## src/rtl/sti_rx.sv

```systemverilog
// sti_rx: STI serial-to-parallel receiver; rebuilds frames and recovers the 16-bit payload.
// Define STI_RX_ERR_EN to abort frames on mid-frame so_valid gaps and pulse rx_err.
module sti_rx (
  input  logic        clk,
  input  logic        reset,
  input  logic        so_data,
  input  logic        so_valid,
  input  logic [1:0]  cfg_length,
  input  logic        cfg_fill,
  input  logic        cfg_msb,
  input  logic        rx_ready,
  output logic        rx_valid,
  output logic [15:0] rx_data,
  output logic [31:0] rx_frame,
  output logic        rx_overrun,
  output logic        rx_err
);
  typedef enum logic {IDLE, RECV} state_t;
  state_t      state_q, state_d;
  logic [5:0]  cnt_q, cnt_d, n_bits;
  logic [31:0] sh_q, sh_d, frame_d;
  logic [1:0]  len_q, len_d;
  logic        fill_q, fill_d, msb_q, msb_d;
  logic        done, load;
  logic [15:0] payload;
  logic        rx_valid_q, rx_valid_d, rx_overrun_q, rx_overrun_d, rx_err_q, rx_err_d;
  logic [15:0] rx_data_q, rx_data_d;
  logic [31:0] rx_frame_q, rx_frame_d;
  assign n_bits = ({4'd0, len_q} + 6'd1) << 3;
  always_comb begin
    state_d  = state_q;
    cnt_d    = cnt_q;
    sh_d     = sh_q;
    len_d    = len_q;
    fill_d   = fill_q;
    msb_d    = msb_q;
    done     = 1'b0;
    rx_err_d = 1'b0;
    if (state_q == IDLE) begin
      if (so_valid) begin
        state_d = RECV;
        cnt_d   = 6'd1;
        sh_d    = {31'd0, so_data};
        len_d   = cfg_length;
        fill_d  = cfg_fill;
        msb_d   = cfg_msb;
      end
    end else if (so_valid) begin
      sh_d = msb_q ? {sh_q[30:0], so_data} : sh_q;
      if (!msb_q) sh_d[cnt_q[4:0]] = so_data;
      cnt_d = cnt_q + 6'd1;
      done  = cnt_d == n_bits;
    end
`ifdef STI_RX_ERR_EN
    else begin
      rx_err_d = 1'b1;
      state_d  = IDLE;
      cnt_d    = 6'd0;
      sh_d     = 32'd0;
    end
`endif
    frame_d = sh_d;
    if (done) begin
      state_d = IDLE;
      cnt_d   = 6'd0;
      sh_d    = 32'd0;
    end
    payload      = (fill_q && len_q[1]) ? (len_q[0] ? frame_d[31:16] : frame_d[23:8]) : frame_d[15:0];
    load         = done && (!rx_valid_q || rx_ready);
    rx_overrun_d = done && rx_valid_q && !rx_ready;
    rx_valid_d   = load || (rx_valid_q && !rx_ready);
    rx_data_d    = load ? payload : rx_data_q;
    rx_frame_d   = load ? frame_d : rx_frame_q;
  end
  always_ff @(posedge clk) begin
    if (reset) begin
      state_q      <= IDLE;
      cnt_q        <= 6'd0;
      sh_q         <= 32'd0;
      len_q        <= 2'd0;
      fill_q       <= 1'b0;
      msb_q        <= 1'b0;
      rx_valid_q   <= 1'b0;
      rx_data_q    <= 16'd0;
      rx_frame_q   <= 32'd0;
      rx_overrun_q <= 1'b0;
      rx_err_q     <= 1'b0;
    end else begin
      state_q      <= state_d;
      cnt_q        <= cnt_d;
      sh_q         <= sh_d;
      len_q        <= len_d;
      fill_q       <= fill_d;
      msb_q        <= msb_d;
      rx_valid_q   <= rx_valid_d;
      rx_data_q    <= rx_data_d;
      rx_frame_q   <= rx_frame_d;
      rx_overrun_q <= rx_overrun_d;
      rx_err_q     <= rx_err_d;
    end
  end
  assign rx_valid   = rx_valid_q;
  assign rx_data    = rx_data_q;
  assign rx_frame   = rx_frame_q;
  assign rx_overrun = rx_overrun_q;
  assign rx_err     = rx_err_q;
endmodule

```

## config.mk

```make
export PLATFORM = sky130hd
export DESIGN_NAME = sti_rx
export DESIGN_NICKNAME = d
export VERILOG_FILES = /design/src/rtl/sti_rx.sv
export SDC_FILE = /design/constraint.sdc
export NUM_CORES = 1
export LEC_CHECK = 0
export ABC_CLOCK_PERIOD_IN_PS = 2500
export BUFFER_PORTS_ARGS = -buffer_cell sky130_fd_sc_hd__buf_2
export CAP_MARGIN = 20
export CORE_MARGIN = 2
export CORE_UTILIZATION = 30
export DETAILED_ROUTE_END_ITERATION = 8
export HOLD_SLACK_MARGIN = 0.15
export PLACE_DENSITY_LB_ADDON = 0.1
export SLEW_MARGIN = 20
export SYNTH_ARGS = -nofsm -noshare
export SYNTH_HDL_FRONTEND = slang
export SYNTH_SLANG_ARGS = --single-unit
```

## constraint.sdc

```tcl
create_clock -name clk -period 2.5 [get_ports clk]
set_clock_uncertainty 0.15 [all_clocks]
set_input_delay 0.25 -clock clk [delete_from_list [all_inputs] [get_ports clk]]
set_output_delay 0.25 -clock clk [all_outputs]
set_load 0.005 [all_outputs]
```

== Word level (Yosys, flattened, before mapping) ==
Cells that the tools add are included.
W data, S select, Z words.
Storage, ports and cells
  memories kept: 0
  memory bits (writable): 0
  latch bits: 0
  input bits: 9
  flip-flop bits (word level): 93
  output and inout bits: 51
  ROM bits: 0
Cells by class
  add/sub/neg operators: 2
  div/mod/pow operators: 0
  muxes and demuxes: 17
  reductions and logical operators: 12
  shift-type cells: 0
  multiply operators: 0
  $lt $le $gt $ge: 2
  bitwise gates (word level): 1
  eq/ne operators: 1
Operators with widths (count)
  $mux W32: 5
  $bwmux W32: 1
  $mux W16: 2
  $mux W6: 3
  $add A6 B1 Y6 const B: 1
  $eq A6 B6 Y1: 1
  $logic_and A1 B1 Y1: 6
  $lt A5 B6 Y1 const B: 1
  $demux W1 S5: 1
  $ge A5 B1 Y1 const B: 1
  $mux W1: 5
  $add A2 B1 Y3 const B: 1
  $logic_not A1 Y1: 2
  $logic_or A1 B1 Y1: 2
  $reduce_and A2 Y1: 1
  $reduce_or A2 Y1: 1
  $not A1 Y1: 1

== Depth between registers and ports, before layout ==
Gate-level depths: netlist (run 1).
  depth in word-level cells: 10
  depth in mapped cells: 10
  depth with buffers taken out: 7

== Worst setup path before layout (run 1) ==
Ideal clock, no wire load.
  path type: register -> register
  start: register cnt_q[0]
  end: register rx_frame_q[17], in the netlist rx_frame[17]
  library setup time: 0.141 ns
  stages on the path, launching flop included: 9
  arrival time: 1.790 ns
  period minus slack after synthesis: 2.081 ns
  data required time: 2.209 ns
  setup slack: 0.419 ns
  path through: dfxtp_1 -> ha_1 -> buf_2 -> xnor2_1 -> and3_1 -> nand4_1 -> nor2_2 -> buf_2 -> a311oi_1
Between the ends
  longest elaborated chain between the ends: 8
Ends and longest elaborated chain
  from (decl): RTL line 20  | logic [5:0] cnt_q, cnt_d, n_bits;
  from (signal assigned): RTL line 90  | cnt_q <= cnt_d;
  $lt A5 B6 Y1 (implied by the code) / $ge A5 B1 Y1 (equally long branches): RTL line 50  | if (!msb_q) sh_d[cnt_q[4:0]] = so_data;
  $logic_and A1 B1 Y1 (implied by the code): RTL line 50
  $mux W1 (implied by the code): RTL line 50
  $demux W1 S5: RTL line 50
  $bwmux W32: RTL line 50
  $mux W32: RTL line 50
  $mux W32: RTL line 48  | end else if (so_valid) begin
  $mux W32: RTL line 39  | if (state_q == IDLE) begin
  to (signal assigned): RTL line 97  | rx_frame_q <= rx_frame_d;
  to (decl): RTL line 28  | logic [31:0] rx_frame_q, rx_frame_d;
Several ways; a longest one is shown, not always the timed one.
A chain may end at the register's enable or synchronous reset.

== Worst setup path after layout (run 1) ==
  start: register cnt_q[3]
  end: register rx_data_q[12], in the netlist rx_data[12]
Between the ends
  longest elaborated chain between the ends: 10
Ends and longest elaborated chain
  $lt A5 B6 Y1 (implied by the code) / $ge A5 B1 Y1 (equally long branches): RTL line 50
  $logic_and A1 B1 Y1 (implied by the code): RTL line 50
  $mux W1 (implied by the code): RTL line 50
  $demux W1 S5: RTL line 50
  $bwmux W32: RTL line 50
  $mux W32: RTL line 50
  $mux W32: RTL line 48
  $mux W32: RTL line 39
  $mux W16 (2 in a row): RTL line 68  | payload = (fill_q && len_q[1]) ? (len_q[0] ? frame_d[31:16] : frame_d[23:8]) : frame_d[15:0];
  to (signal assigned): RTL line 96  | rx_data_q <= rx_data_d;
  to (decl): RTL line 27  | logic [15:0] rx_data_q, rx_data_d;
Several ways; a longest one is shown, not always the timed one.

==> results of run 1 <==
## cell families (layout without fill, tap and decap cells)
family	Yosys count	in the layout	share of synthesized area (%)
simple gates	192	192	21.9
compound gates	178	178	24.9
flops	93	93	37.4
buf+inv	69	142	7.21
mux	29	29	5.83
fa+ha+maj	6	6	1.51
xor+xnor	6	6	1.21
other cells	1	1	0.0753
## critical path, stage by stage, from the launching register on
cell	delay [ns]
dfxtp_1	0.65
buf_4	0.22
xnor2_1	0.12
xnor2_1	0.16
and4_2	0.31
buf_12	0.23
o211ai_1	0.13
o221a_2	0.24
## stage by stage
stage	power, µW	setup slack [ns]	hold slack, ns	std cells	area, µm²
floorplan	1720	0.419	0.239	574	4980
global placement	1830	0.114	0.327	846	5750
detailed placement	1840	0.105	0.331	846	5750
CTS	3150	0.0945	0.164	867	6080
global route	3210	0.0134	0.196	867	6090
finish	3110	0.130	0.154	867	6090
## worst paths after layout
check	startpoint	end	slack (ns)	cells past startpoint
setup reg to reg	cnt_q[3]	rx_data[12]	0.13	7
setup / recovery	cnt_q[3]	rx_data[12]	0.13	7
hold reg to reg	rx_data[2]	rx_data[2]	0.34	2
hold / removal	so_valid	cnt_q[0]	0.15	3
## registers in the layout (all words and copies together), names as in the netlist
register and cells:
msb_q 1, sh_q 32, rx_valid 1, state_q 1
rx_frame 32, fill_q 1, rx_overrun 1, len_q 2
rx_data 16, cnt_q 6
## layer usage
metal  GRT usage [%]  wire length [µm]  vias to the layer above  share of wire [%]
met5               0                 0                        -                  0
met4            6.27               422                        0                2.4
met3            3.83               591                       25                3.4
met2            31.8              8040                      101                 47
met1            25.9              8190                     2284                 47
li1                -                 -                     2286                  -
## cells in the mapped netlist, types with 2 or more instances
master      n  area, µm²
nand3_1    10       50.1
and3_1     20        125
nor3_1     44        220
xnor2_1     4       35.0
a2bb2oi_1   2       17.5
nand3_2     2       20.0
a221o_1     2       20.0
nor2_1     23       86.3
mux2i_1    29        290
and4bb_2    2       25.0
nor2b_1    25        156
a211oi_1   35        263
and4b_1     2       20.0
a22oi_1     7       52.6
inv_1       8       30.0
a311oi_1   16        140
nor2_2      3       18.8
a211o_1    20        175
nor4_1      2       12.5
a32oi_1     3       26.3
nand4_1     5       31.3
a31oi_1     4       25.0
a32o_1      2       20.0
or3_1       2       12.5
buf_2      17       85.1
a311o_1     2       20.0
buf_4      11       82.6
ha_1        6       75.1
nand2_1    29        109
and2_1      5       31.3
and4_1      5       43.8
a21oi_1    63        315
clkbuf_1   27        101
o21ai_0     8       40.0
dfxtp_1    93       1860
nand3b_1    3       22.5
o211ai_1    4       30.0
buf_6       5       56.3
## power by group through the flow
stage / registers, µW / clock network (µW) / logic, µW
3_3_place_gp: 1540 / 0 / 294
3_5_place_dp: 1540 / 0 / 295
2_1_floorplan: 1530 / 0 / 187
6_report: 1510 / 1300 / 303
4_1_cts: 1510 / 1340 / 303
5_1_grt: 1510 / 1380 / 325
## cell type report
type / instances / area share (%)
multi-input cells: 412 / 45.4
flip-flops and latches: 93 / 30.6
repair buffers: 119 / 14.6
well taps: 220 / 4.52
clock buffers: 12 / 4.05
inverters: 8 / 0.493
clock inverters: 3 / 0.370
## timing repair
action | in CTS | in global routing
setup endpoints to repair | 0 | 4
hold buffers | 6 | 0
hold endpoints to repair | 14 | 0
gates resized for setup | 0 | 2
==> flow_summary.ini, run 1 <==
[outcome]
status = finished, final reports clean

[logic_synthesis]
yosysSeqAreaShare_pct = 37.4
synthCells = 574
async_flop_share_pct = 0
synth_ff_type = dfxtp_1
netlist_area_um2 = 4980
avgSynthCellArea_um2 = 8.67
ys_warn_count = 0
synth_cell_types = 62
synth_nets = 589
synth_seq_cells = 93
synth_enable_flop_cells = 0

[detailed_routing]
first_iter_violations = 296
postRouteAntennaNets = 0
drt_drc_violations_left = 0
wl_um = 17200
first_pass_iters = 5
vias = 4696
post_drt_wl_per_cell_um = 19.9
via_per_inst = 5.42

[placed_design]
place_hpwl_um = 12300
gp_congestion = 0.863
io_buffers = 58

[setup_path]
cp.required_ns = 2.59
worst_setup_path_end_kind = flop
startpoint_type = flop
critPathArrivalTime_ns = 2.47
cp_max_fo = 48
worst-setup-path-type = flop to flop

[cts]
cts_setup_buffers = 0
path_clk_slew_ns = 0.06
cts_sinks = 93
htree_levels = 3
tritoncts = yes
clk_latency_ns = 0.35
root_buffer = clkbuf_16
cts-buffers-inserted = 9
clockBufferDepth = 2

[die]
core-area_um2 = 16400
die_x_um = 133
die_area_um2 = 17600
initial_utilization_pct = 30.3
dieHeight_um = 133
num_io_pins = 60
row_count = 47

[final_layout]
multiInputGateArea_um2 = 2760
drive_gt1_share_pct = 22.4
final_common_cell = dfxtp_1
final-seq-area_um2 = 1860
insertedDiodeCount = 0
final_nets = 658
post-route-util_pct = 37.1
final_cell_mix = 91 x dfxtp_1, 63 x a21oi_1, 58 x buf_2
areaGrowthSynthToFinish_pct = 22.3
fill_cells = 1716

[power]
clkPwrFrac_pct = 41.8
p_leak_uw = 0.00237
ir_drop_mv = 0.304
p_sw_uw = 807
power_density_nw_per_um2 = 510
p_int_uw = 2300
comb_power_share_pct = 9.8
switching_share_pct = 26.0
seq_power_share_pct = 48.5

[timing]
min_period_ns = 2.37
hold_viol_final = 0
fin_tns_setup_ns = 0
relSlewSlack_pct = 56.4
max_freq_mhz = 422
grt_setup_unrepaired = no
post-route-period-util_pct = 94.8
tightest_slew_ns = 0.653
final-setup-viol-count = 0
maxSlewViolCount = 0

[flow_run]
maxCapViolCount = 0

[grt]
grt_pass1_vias = 4656
grt_pass1_wl_um = 26700
grt_start_max_net_pins = 49
grt-ovfl-total = 0
grt_antenna_before_repair = 0
grtUsageTotal_pct = 19.5

[worst_hold_path]
min_path_type = input port to flop
Note: power is estimated with default switching activity, not from simulation.
==> inputs of run 2 (changes only) <==
BUFFER_PORTS_ARGS = -buffer_cell sky130_fd_sc_hd__buf_4   (was -buffer_cell sky130_fd_sc_hd__buf_2)
SLEW_MARGIN = default   (was 20)
==> flow_summary.ini, run 2 (synthesis results as in run 1) <==
[placed_design]
place_ws_ns = 0.0683
io_buffers = 58
place_hpwl_um = 12500
dpl.cell_count = 843
gp_congestion = 0.812

[setup_path]
crit_slowest_cell = dfxtp_1
worst-setup-path-type = flop to flop
crit_family = compound AO/OA/AOI/OAI gates
startpoint_type = flop
worst-r2r-setup-slack_ns = 0.06
worst_setup_path_end_kind = flop
critPathArrivalTime_ns = 2.52
slowest_delay_ns = 0.61
r2r_start = cnt_q[3]
r2r-end = rx_data[11]
cp.required_ns = 2.57
crit_top_cell = a211oi_1
path_buf_inv = 1
cp_max_fo = 10
path_depth = 6
reg2regPathDepth = 6
cp_cell_sequence = buf_4 -> and4bb_2 -> a211oi_1 -> a221o_1 -> a222oi_1 -> a211oi_1

[detailed_routing]
wl_um = 17000
first_pass_iters = 5
vias = 4753
post_drt_wl_per_cell_um = 19.6
first_iter_violations = 365
postRouteAntennaNets = 0
via_per_inst = 5.50
drt_drc_violations_left = 0

[worst_hold_path]
worst_hold_path.num_cells = 2
worstHoldEndpoint = rx_data[7]
min_path_type = input port to flop
hold_start = reset

[cts]
cts_setup_buffers = 0
root_buffer = clkbuf_16
tritoncts = yes
path_clk_slew_ns = 0.06
htree_levels = 3
clockBufferDepth = 2
cts_sinks = 93
clk_latency_ns = 0.35
cts-buffers-inserted = 9

[timing]
fin_tns_setup_ns = 0
tightest_slew_ns = 0.540
final-setup-viol-count = 0
min_period_ns = 2.44
hold_viol_final = 0
max_freq_mhz = 409
relSlewSlack_pct = 63.7
worst_slack_ns = 0.0555
post-route-period-util_pct = 97.8
maxSlewViolCount = 0
grt_setup_unrepaired = no

[final_layout]
areaGrowthSynthToFinish_pct = 24.9
final_nets = 654
fin_cells = 864
post-route-util_pct = 37.9
drive_gt1_share_pct = 22.4
insertedDiodeCount = 0
final_cell_mix = 104 x buf_4, 92 x dfxtp_1, 63 x a21oi_1
final_common_cell = buf_4

[power]
seq_power_share_pct = 45.7
ir_drop_mv = 0.370
power_uw = 3300
comb_power_share_pct = 9.1
p_sw_uw = 790
p_leak_uw = 0.00235
power_density_nw_per_um2 = 530
clkPwrFrac_pct = 45.3
p_int_uw = 2510
switching_share_pct = 24.0

[grt]
grt_start_max_net_pins = 43
grt-ovfl-total = 0
grtUsageTotal_pct = 19.1
grt_pass1_vias = 4545
grt_antenna_before_repair = 0
grt_pass1_wl_um = 26300

[die]
die_area_um2 = 17600
core-area_um2 = 16400
die_x_um = 133
dieHeight_um = 133
row_count = 47
num_io_pins = 60
initial_utilization_pct = 30.3

[flow_run]
maxCapViolCount = 0

[outcome]
status = finished, final reports clean
## run 2: cell types whose count changed in the layout (fill, tap and decap cells not counted), moves of 2 or more
cell       change
buf_4         +59
buf_2         -58
buf_12         -4
bufinv_16      +2
## run 2: power by group through the flow
| stage | registers, µW | clock network, µW | logic (µW) |
|---|---|---|---|
| after CTS | 1500 | 1530 | 298 |
| after detailed placement | 1540 | 0 | 292 |
| after floorplan | 1530 | 0 | 187 |
| final | 1500 | 1490 | 300 |
| after global routing | 1510 | 1580 | 323 |
| after global placement | 1540 | 0 | 292 |
## run 2: how the worst max path moves through the flow
| stage | startpoint | to | slack (ns) |
|---|---|---|---|
| floorplan | cnt_q[0] | rx_frame[17] | 0.42 |
| global placement | cnt_q[3] | rx_data[8] | 0.06 |
| detailed placement | cnt_q[3] | rx_data[8] | 0.07 |
| CTS | cnt_q[3] | rx_data[8] | 0.06 |
| global route | cnt_q[3] | rx_data[11] | 0.004 |
| finish | cnt_q[3] | rx_data[11] | 0.06 |
## run 2: routing by layer
| layer | up-vias | track usage [%] | part of all wire (%) |
|---|---|---|---|
| met2 | 138 | 29.8 | 45 |
| met3 | 30 | 3.87 | 4.4 |
| li1 | 2289 | - | - |
| met5 | - | 0 | 0 |
| met1 | 2296 | 25.6 | 47 |
| met4 | 0 | 8.54 | 3.8 |
## run 2: repair_timing
item	CTS	global route
hold buffers	5	0
gates resized for setup	0	4
hold endpoints to repair	5	0
setup endpoints to repair	0	8
## run 2: metrics by stage
stage / instance area [µm²] / hold slack [ns]
2_1_floorplan: 4980 / 0.239
3_3_place_gp: 5830 / 0.329
3_5_place_dp: 5830 / 0.338
4_1_cts: 6200 / 0.166
5_1_grt: 6210 / 0.179
6_report: 6210 / 0.171
## run 2: layout make-up
class                   instances  area, µm²
multi-input cells             412       2780
inverters                       8       30.0
fillers                      1703      10200
repair buffers                115        951
clock inverters                 3       68.8
well taps                     220        275
flip-flops and latches         93       1860
clock buffers                  13        250
